==> config.mk <==
export PLATFORM = sky130hd
export DESIGN_NAME = imm_gen_pipe
export DESIGN_NICKNAME = d
export VERILOG_FILES = /design/src/rtl/imm_gen_pipe.sv
export SDC_FILE = /design/constraint.sdc
export NUM_CORES = 1
export LEC_CHECK = 0
export ABC_AREA = 0
export BUFFER_PORTS_ARGS = -buffer_cell sky130_fd_sc_hd__buf_2
export CORE_MARGIN = 4
export CORE_UTILIZATION = 55
export CTS_BUF_LIST = sky130_fd_sc_hd__clkbuf_16
export CTS_CLUSTER_DIAMETER = 60
export CTS_CLUSTER_SIZE = 14
export DETAILED_ROUTE_END_ITERATION = 10
export PLACE_DENSITY_LB_ADDON = 0.15
export SYNTH_ARGS = -nofsm -noshare
export SYNTH_HDL_FRONTEND = slang
export SYNTH_SLANG_ARGS = --single-unit
export TNS_END_PERCENT = 1
==> constraint.sdc <==
create_clock -name clock_in -period 4.65 [get_ports clock_in]
set_input_delay 0.465 -clock clock_in [delete_from_list [all_inputs] [get_ports clock_in]]
set_output_delay 0.465 -clock clock_in [all_outputs]
set_load 0.02 [all_outputs]
==> src/rtl/imm_gen_pipe.sv <==
// RISC-V immediate decoder feeding a 2-entry elastic buffer.
// Each entry carries {immediate, format, illegal, tag} to the consumer.
module imm_gen_pipe #(
  parameter int XLEN  = 32,
  parameter int TAG_W = 32
) (
  input  logic             clock_in,
  input  logic             reset_in,
  input  logic             flush_in,
  input  logic             valid_in,
  output logic             ready_in,
  input  logic [31:0]      instruction_in,
  input  logic [TAG_W-1:0] tag_in,
  output logic             valid_out,
  input  logic             ready_out,
  output logic [XLEN-1:0]  immediate_out,
  output logic [2:0]       imm_fmt_out,
  output logic             illegal_out,
  output logic [TAG_W-1:0] tag_out
);

  localparam logic [2:0] FMT_NONE = 3'd0;
  localparam logic [2:0] FMT_I    = 3'd1;
  localparam logic [2:0] FMT_S    = 3'd2;
  localparam logic [2:0] FMT_B    = 3'd3;
  localparam logic [2:0] FMT_U    = 3'd4;
  localparam logic [2:0] FMT_J    = 3'd5;
  localparam logic [2:0] FMT_Z    = 3'd6;
  localparam logic [2:0] FMT_V    = 3'd7;

  localparam logic [4:0] OP_LOAD   = 5'b00000;
  localparam logic [4:0] OP_MISC   = 5'b00011;
  localparam logic [4:0] OP_OPIMM  = 5'b00100;
  localparam logic [4:0] OP_AUIPC  = 5'b00101;
  localparam logic [4:0] OP_STORE  = 5'b01000;
  localparam logic [4:0] OP_OP     = 5'b01100;
  localparam logic [4:0] OP_LUI    = 5'b01101;
  localparam logic [4:0] OP_OPV    = 5'b10101;
  localparam logic [4:0] OP_BRANCH = 5'b11000;
  localparam logic [4:0] OP_JALR   = 5'b11001;
  localparam logic [4:0] OP_JAL    = 5'b11011;
  localparam logic [4:0] OP_SYSTEM = 5'b11100;

  logic [31:0]     w_inst;
  logic [4:0]      w_op;
  logic            w_sgn;
  logic [XLEN-1:0] w_imm_i;
  logic [XLEN-1:0] w_imm_s;
  logic [XLEN-1:0] w_imm_b;
  logic [XLEN-1:0] w_imm_u;
  logic [XLEN-1:0] w_imm_j;
  logic [XLEN-1:0] w_imm_z;
  logic [XLEN-1:0] w_imm_v;
  logic [XLEN-1:0] w_shamt;
  logic            w_shift;
  logic            w_sh_bad;

  assign w_inst  = instruction_in;
  assign w_op    = w_inst[6:2];
  assign w_sgn   = w_inst[31];
  assign w_imm_i = {{(XLEN-12){w_sgn}}, w_inst[31:20]};
  assign w_imm_s = {{(XLEN-12){w_sgn}}, w_inst[31:25], w_inst[11:7]};
  assign w_imm_b = {{(XLEN-13){w_sgn}}, w_inst[31], w_inst[7],
                    w_inst[30:25], w_inst[11:8], 1'b0};
  assign w_imm_u = {{(XLEN-32){w_sgn}}, w_inst[31:12], 12'b0};
  assign w_imm_j = {{(XLEN-21){w_sgn}}, w_inst[31], w_inst[19:12],
                    w_inst[20], w_inst[30:21], 1'b0};
  assign w_imm_z = {{(XLEN-5){1'b0}}, w_inst[19:15]};
  assign w_imm_v = {{(XLEN-5){w_inst[19]}}, w_inst[19:15]};

  // funct3 001 (sll) and 101 (srl/sra) carry a shamt, not an immediate
  assign w_shift  = (w_inst[13:12] == 2'b01);
  assign w_shamt  = (XLEN == 32) ? {{(XLEN-5){1'b0}}, w_inst[24:20]}
                                 : {{(XLEN-6){1'b0}}, w_inst[25:20]};
  assign w_sh_bad = (XLEN == 32) && w_inst[25];

  logic [XLEN-1:0] w_imm;
  logic [2:0]      w_fmt;
  logic            w_ill;

  always_comb begin
    w_imm = '0;
    w_fmt = FMT_NONE;
    w_ill = 1'b0;
    if (w_inst[1:0] != 2'b11) begin
      w_ill = 1'b1;
    end else begin
      unique case (w_op)
        OP_LOAD, OP_MISC, OP_JALR: begin
          w_imm = w_imm_i;
          w_fmt = FMT_I;
        end
        OP_OPIMM: begin
          w_fmt = FMT_I;
          if (w_shift) begin
            w_imm = w_shamt;
            w_ill = w_sh_bad;
          end else begin
            w_imm = w_imm_i;
          end
        end
        OP_STORE: begin
          w_imm = w_imm_s;
          w_fmt = FMT_S;
        end
        OP_BRANCH: begin
          w_imm = w_imm_b;
          w_fmt = FMT_B;
        end
        OP_LUI, OP_AUIPC: begin
          w_imm = w_imm_u;
          w_fmt = FMT_U;
        end
        OP_JAL: begin
          w_imm = w_imm_j;
          w_fmt = FMT_J;
        end
        OP_SYSTEM: begin
          w_imm = w_imm_z;
          w_fmt = FMT_Z;
        end
        OP_OPV: begin
          w_imm = w_imm_v;
          w_fmt = FMT_V;
        end
        OP_OP: begin
          w_fmt = FMT_NONE;
        end
        default: begin
          w_ill = 1'b1;
        end
      endcase
    end
  end

  logic [XLEN-1:0]  r_imm [2];
  logic [2:0]       r_fmt [2];
  logic             r_ill [2];
  logic [TAG_W-1:0] r_tag [2];
  logic [1:0]       r_count;
  logic             r_head;
  logic             r_tail;

  logic w_push;
  logic w_pop;

  assign ready_in  = (r_count != 2'd2);
  assign valid_out = (r_count != 2'd0);
  assign w_push    = valid_in & ready_in & ~flush_in;
  assign w_pop     = valid_out & ready_out & ~flush_in;

  always_ff @(posedge clock_in or posedge reset_in) begin
    if (reset_in) begin
      r_count <= 2'd0;
      r_head  <= 1'b0;
      r_tail  <= 1'b0;
      for (int i = 0; i < 2; i++) begin
        r_imm[i] <= '0;
        r_fmt[i] <= '0;
        r_ill[i] <= 1'b0;
        r_tag[i] <= '0;
      end
    end else if (flush_in) begin
      r_count <= 2'd0;
      r_head  <= 1'b0;
      r_tail  <= 1'b0;
    end else begin
      if (w_push) begin
        r_imm[r_tail] <= w_imm;
        r_fmt[r_tail] <= w_fmt;
        r_ill[r_tail] <= w_ill;
        r_tag[r_tail] <= tag_in;
        r_tail        <= ~r_tail;
      end
      if (w_pop) begin
        r_head <= ~r_head;
      end
      r_count <= r_count + {1'b0, w_push} - {1'b0, w_pop};
    end
  end

  // Outputs read as zero whenever nothing is presented
  assign immediate_out = valid_out ? r_imm[r_head] : '0;
  assign imm_fmt_out   = valid_out ? r_fmt[r_head] : '0;
  assign illegal_out   = valid_out ? r_ill[r_head] : 1'b0;
  assign tag_out       = valid_out ? r_tag[r_head] : '0;

endmodule

==> results.py, run 1 <==
metrics = {
    "clock_tree": {
        "numCtsBuffers": 17,
        "ctsRootBufferMaster": "clkbuf_16",
        "clk_path_buf_depth": 2,
        "cts-resized-gates": 0,
        "cts_tree": "built",
        "clk_latency_ps": 420,
        "clk_pin_slew_ps": 60,
        "cts_sinks": 140,
        "post_cts_buffers": 0,
        "h-tree-depth": 4,
        "hold_buffers": 0,
    },
    "synth": {
        "synth_area_sq_um": 7005,
        "ys_seq_area_frac": 0.5001,
        "synth_fp_nets": 850,
        "synth.avg_cell_area_sq_um": 8.993,
        "synthCells": 779,
        "ys_ff_latch": 140,
        "synth-edff-count": 0,
        "ys.flop_type": "dfrtp_1",
        "synth-warning-count": 0,
        "async_reset_ff_frac": 1.000,
        "synth.distinct_cells": 51,
    },
    "finish": {
        "seqCellArea_sq_um": 3507,
        "fin_nets": 956,
        "multi_input_area_sq_um": 3217,
        "fillers": 1017,
        "syn_to_final_growth_pct": 19.11,
        "antenna_cells": 0,
        "drive_gt1_frac": 0.2171,
        "post-route-cell-area_sq_um": 8344,
    },
    "worst_setup_path": {
        "crit_type": "register to output port",
        "cp.arrival_ps": 2470,
        "cp.required_ps": 4180,
        "critPathMaxFanout": 52,
        "startpoint_type": "register",
        "reg2reg_from": "r_count[0]$_DFF_PP0_",
        "cp-startpoint": "r_head$_DFFE_PP0P_",
        "cp-end-kind": "output port",
    },
    "timing": {
        "fin_crit_ps": 2934,
        "min_period_over_period": 0.6311,
        "setup_ws_ps": 1716,
        "setup_violations": 0,
        "finalMaxSlewViolations": 0,
        "hold_viol": 0,
        "fin_tns_setup_ps": 0,
        "finClkSkew_ps": 4.931,
        "max_freq_ghz": 0.3408,
        "max-slew-margin-rel": 0.2461,
        "rsz0062_at_grt": "no",
        "worst_slew_pin_slew_ps": 1127,
    },
    "power": {
        "power_density_nw_per_um2": 469.5,
        "power_mw": 3.918,
        "peakVddDrop_uv": 233.6,
        "leakagePower_nw": 4.112,
    },
    "global_routing": {
        "met1_usage": 0.3525,
        "antenna_found_initial": 0,
        "grt_pass1_vias": 5935,
        "grt_pass1_wl_mm": 30.14,
        "grt_max_degree": 96,
        "globalRouteMet3Util": 0.05361,
        "grt_overflow": 0,
        "grt.total_usage": 0.2617,
        "busiest_layer": "met2",
        "grt_use_met2": 0.4245,
    },
    "drt": {
        "via_count": 6081,
        "route.detailed.drc": 0,
        "drtIter0Drc": 531,
        "post_drt_wl_per_cell_um": 17.40,
        "drtPass1Iterations": 5,
        "drtAntennaViolNets": 0,
        "routed_wl_mm": 18.55,
        "vias_per_cell": 5.705,
    },
    "floorplanning": {
        "die_x_um": 120.9,
        "dieHeight_um": 120.9,
        "pin_count": 139,
        "design.die.area_sq_um": 14610,
        "core_area_sq_um": 12260,
        "num_rows": 40,
        "initial_core_util": 0.5713,
    },
    "min_path": {
        "hp-class": "input pin to asynchronous set/reset pin",
    },
    "placed_design": {
        "dpl_cell_area_sq_um": 7720,
        "place.gp.congestion": 0.8333,
        "dp_slack_ps": 2011,
        "port_buffers": 138,
        "place_hpwl_mm": 12.16,
    },
    "run": {
        "drv_cap": 0,
    },
    "outcome": {
        "status": "finished, final reports clean",
    },
}
==> per-stage QoR <==
stage                     hold WS (ps)  instances  utilization
after floorplan                  445.0        779            -
after global placement           456.4       1034       0.6296
after detailed placement         462.1       1034       0.6296
after CTS                        234.2       1066       0.6805
after global routing             242.3       1066       0.6805
final                            226.5       1066       0.6805
==> kinds of logic (layout without fill, tap and decap cells) <==
logic type      count (synthesis)  in the layout  synth area share
simple gates                  368            368            0.2150
flops                         140            140            0.5001
compound gates                125            125            0.1259
mux                            72             72            0.1036
buf+inv                        66            185           0.04429
xor+xnor                        6              6          0.007501
fa+ha+maj                       2              2          0.003571
==> path summary, 6_finish.rpt <==
path                                         end  slack [ps]  depth (start not counted)
max                             immediate_out[4]        1720                          4
min                        r_tag[34]$_DFFE_PP0P_         230                          2
max reg2reg                r_imm[62]$_DFFE_PP0P_        2110                          7
min reg2reg                r_tag[61]$_DFFE_PP0P_         470                          2
max in group asynchronous     r_head$_DFFE_PP0P_        3270                          3
min in group clock_in      r_tag[18]$_DFFE_PP0P_         250                          3
==> registers in the layout (all words and copies together) (netlist names) <==
name / flops
r_tag: 64
r_fmt: 6
r_imm: 64
r_head: 1
r_ill: 2
r_count: 2
r_tail: 1
==> where the power goes <==
part	total, mW	internal [mW]	switching [mW]
registers	1.64	1.46	0.181
clock network	1.42	0.894	0.526
logic	0.855	0.324	0.530
total	3.92	2.68	1.24
==> layer usage <==
| layer | wire, um | share of wire |
|---|---|---|
| met5 | 0 | 0 |
| met1 | 7882 | 0.42 |
| met2 | 9142 | 0.49 |
| met3 | 1273 | 0.069 |
| met4 | 253 | 0.014 |
==> Yosys cell counts (2+ instances only) <==
master / count / area share
inv_1: 6 / 0.0032
and3b_1: 2 / 0.0025
a22o_1: 26 / 0.033
buf_4: 7 / 0.0075
o22ai_1: 2 / 0.0018
nand2_1: 254 / 0.14
a222oi_1: 5 / 0.0071
a211oi_1: 9 / 0.0096
o21ai_1: 45 / 0.032
nor3_1: 3 / 0.0021
xor2_1: 4 / 0.0050
nor2_1: 79 / 0.042
nand3b_1: 3 / 0.0032
nor2b_1: 4 / 0.0036
nand2b_1: 5 / 0.0045
mux2_2: 3 / 0.0048
xnor2_1: 2 / 0.0025
ha_1: 2 / 0.0036
a2111o_1: 11 / 0.018
buf_6: 2 / 0.0032
a31oi_1: 2 / 0.0018
clkbuf_1: 29 / 0.016
buf_1: 5 / 0.0027
and2_1: 5 / 0.0045
mux2i_1: 68 / 0.097
dfrtp_1: 140 / 0.50
o21ai_0: 13 / 0.0093
a21oi_1: 4 / 0.0029
buf_2: 17 / 0.012
==> worst max-delay path, stage by stage, from the launching register on <==
cell,delay [ps]
dfrtp_4,1060
buf_4,460
mux2i_1,290
nor2_1,60
buf_2,170
==> layout by cell type, fill, tap and decap left out, drive strengths merged, types with 5 or more instances in the layout <==
cell      netlist  layout
a2111o         11      11
a211oi          9       9
a222oi          5       5
a22o           26      26
and2            5       5
buf            31     147
clkbuf         29      17
clkinvlp        0       7
dfrtp         140     140
inv             6       6
mux2i          68      68
nand2         254     254
nand2b          6       6
nor2           79      79
nor2b           5       5
o21ai          58      58
==> area by class of cell <==
cell class,instances,share of cell area
Clock buffer,17,0.05098
Sequential cell,140,0.4203
Tap cell,168,0.02519
Timing Repair Buffer,147,0.09087
Multi-Input combinational cell,573,0.3855
Clock inverter,15,0.02384
Inverter,6,0.003299
No activity file was read; power rests on OpenSTA's default activity.
==> run 2, diff against run 1 <==
--- a/config.mk
+++ b/config.mk
@@ -5,10 +5,10 @@
 export SDC_FILE = /design/constraint.sdc
 export NUM_CORES = 1
 export LEC_CHECK = 0
-export ABC_AREA = 0
+export ABC_AREA = 1
 export BUFFER_PORTS_ARGS = -buffer_cell sky130_fd_sc_hd__buf_2
 export CORE_MARGIN = 4
-export CORE_UTILIZATION = 55
+export CORE_UTILIZATION = 56
 export CTS_BUF_LIST = sky130_fd_sc_hd__clkbuf_16
 export CTS_CLUSTER_DIAMETER = 60
 export CTS_CLUSTER_SIZE = 14
==> constraint.sdc (replaced) <==
create_clock -name clock_in -period 3.1 [get_ports clock_in]
set_input_delay 0.31 -clock clock_in [delete_from_list [all_inputs] [get_ports clock_in]]
set_output_delay 0.31 -clock clock_in [all_outputs]
set_load 0.02 [all_outputs]
==> run 2 against run 1 <==
Compared with the run above: highest routed layer unchanged; total power up 52%; global-route usage rose by 1.4 points; first-iteration DRC count grew 43%; hold slack worse by 150 ps; clock power up 57%; largest cell class unchanged; cell count grew 22%; combinational power increased by 56%; die area increased by 2.2%; synthesized cell count rose by 30%; wire length increased by 6.7%.
==> results.py, run 2 <==
metrics = {
    "outcome": {
        "status": "finished, final reports clean",
    },
    "clock_tree": {
        "ctsRootBufferMaster": "clkbuf_16",
        "post_cts_buffers": 0,
        "clk_latency_ps": 410,
        "cts-resized-gates": 0,
        "clk_pin_slew_ps": 60,
        "h-tree-depth": 4,
        "cts_sinks": 140,
        "cts_tree": "built",
        "numCtsBuffers": 17,
        "hold_buffers": 0,
        "clk_path_buf_depth": 2,
    },
    "finish": {
        "fin_nets": 1191,
        "antenna_cells": 0,
        "layout_commonest_cell": "nand2_1",
        "finalNonFillerCells": 1305,
        "drive_gt1_frac": 0.1818,
        "largestRegisters": "r_imm: 64 flops, r_tag: 64 flops, r_fmt: 6 flops",
        "layout_common_cells": "nand2_1 (410), dfrtp_1 (139), buf_2 (138)",
        "syn_to_final_growth_pct": 20.09,
    },
    "synth": {
        "yosys-top-cells-count": "nand2_1 (410), dfrtp_1 (140), nand3_1 (84), a21oi_1 (79)",
        "synth.avg_cell_area_sq_um": 7.218,
        "synth_top_area_frac": 0.4796,
        "yosysTopAreaCell": "dfrtp_1",
        "ys.flop_type": "dfrtp_1",
        "synth.distinct_cells": 29,
        "synth-warning-count": 0,
        "ys_ff_latch": 140,
        "synth.most_common_cell": "nand2_1",
        "async_reset_ff_frac": 1.000,
        "synth_area_leaders": "dfrtp_1 (48%), nand2_1 (21%), nand3_1 (5.8%)",
        "synth_fp_nets": 1083,
        "synth-edff-count": 0,
        "ys_seq_area_frac": 0.4796,
        "synthCells": 1012,
        "synth_area_sq_um": 7305,
    },
    "global_routing": {
        "antenna_found_initial": 0,
        "grt_overflow": 0,
        "grt_pass1_vias": 6544,
        "grt_max_degree": 70,
        "grt_pass1_wl_mm": 32.53,
        "grt.total_usage": 0.2752,
    },
    "drt": {
        "drtIter0Drc": 757,
        "via_count": 7082,
        "drtPass1Iterations": 5,
        "route.detailed.drc": 0,
        "post_drt_wl_per_cell_um": 15.16,
        "vias_per_cell": 5.427,
        "drtAntennaViolNets": 0,
        "routed_wl_mm": 19.78,
    },
    "timing": {
        "max-slew-margin-rel": 0.3867,
        "rsz0062_at_grt": "no",
        "finClkSkew_ps": 4.789,
        "min_period_over_period": 0.7731,
        "fin_crit_ps": 2397,
        "hold_viol": 0,
        "setup_violations": 0,
        "worst_slew_pin_slew_ps": 917.9,
        "finalMaxSlewViolations": 0,
        "max_freq_ghz": 0.4173,
        "fin_tns_setup_ps": 0,
    },
    "floorplanning": {
        "core_area_sq_um": 12670,
        "num_rows": 41,
        "initial_core_util": 0.5765,
        "pin_count": 139,
        "die_x_um": 122.2,
        "dieHeight_um": 122.2,
        "design.die.area_sq_um": 14940,
    },
    "worst_setup_path": {
        "cp.arrival_ps": 2090,
        "critPathMaxFanout": 69,
        "cp-end-kind": "output port",
        "r2r_slack_ps": 1180,
        "crit_type": "register to output port",
        "cp.required_ps": 2790,
        "startpoint_type": "register",
    },
    "placed_design": {
        "port_buffers": 138,
        "placed_cells": 1273,
        "place_hpwl_mm": 12.92,
        "place.gp.congestion": 0.9517,
    },
    "power": {
        "power_mw": 5.965,
        "peakVddDrop_uv": 309.0,
        "leakagePower_nw": 4.769,
        "power_density_nw_per_um2": 680.0,
    },
    "run": {
        "drv_cap": 0,
    },
    "min_path": {
        "hp-class": "input pin to asynchronous set/reset pin",
    },
}
run 2: cell count changes after synthesis, sizes merged, moves of 39 or more:
| cell | delta |
|---|---|
| nand2 | +157 |
| nor2 | -39 |
| mux2i | -68 |
| a21oi | +75 |
| nand3 | +83 |
| inv | +64 |
run 2: critical path, stage by stage (launching register included):
cell	delay [ps]
dfrtp_2	360
buf_4	670
nand2_1	120
a21oi_1	280
buf_2	220
run 2: cell families (layout without fill, tap and decap cells):
group / Yosys count / after routing / share of synthesized area
simple gates: 563 / 563 / 0.3212
compound gates: 167 / 167 / 0.1175
flops: 140 / 140 / 0.4796
buf+inv: 138 / 259 / 0.07588
fa+ha+maj: 2 / 2 / 0.003425
xor+xnor: 2 / 2 / 0.002399
run 2: layout make-up:
cell class	count	area, sq um
Fill cell	1134	3899
Sequential cell	140	3505
Multi-Input combinational cell	734	3254
Timing Repair Buffer	156	875.8
Clock buffer	17	425.4
Inverter	71	270.3
Clock inverter	15	226.5
Tap cell	172	215.2
run 2: worst paths after layout:
check	start	endpoint	cells after the start
worst max-delay path	r_head$_DFFE_PP0P_	immediate_out[1]	4
max in group asynchronous	reset_in	r_tag[17]$_DFFE_PP0P_	3
worst max register to register	r_count[0]$_DFF_PP0_	r_imm[35]$_DFFE_PP0P_	8
min in group clock_in	flush_in	r_count[0]$_DFF_PP0_	2
worst min register to register	r_imm[28]$_DFFE_PP0P_	r_imm[28]$_DFFE_PP0P_	2
worst min-delay path	reset_in	r_tag[59]$_DFFE_PP0P_	2
run 2: metal layers:
layer  global-route usage  up-vias  share of wire
li1                     -     3463              -
met1               0.3911     3301           0.44
met2               0.4332      288           0.47
met3              0.05622       30          0.073
met4              0.07628        0          0.016
met5                    0        -              0
run 2: power breakdown:
group          internal, mW  leakage [nW]  switching [mW]  total, mW
clock                  1.49         0.318           0.740       2.23
sequential             2.20          1.84           0.200       2.40
combinational         0.419          2.61           0.914       1.33
run 2: through the flow:
stage                       util  setup WS [ps]  hold WS [ps]  cell area (sq um)
after global routing      0.6923          620.0         101.0               8772
after detailed placement  0.6409          818.0         465.2               8120
after global placement    0.6409          841.1         463.0               8120
after floorplan                -           1041         375.2               7308
after CTS                 0.6923          702.9         85.86               8772
final                     0.6923          703.4         81.22               8772
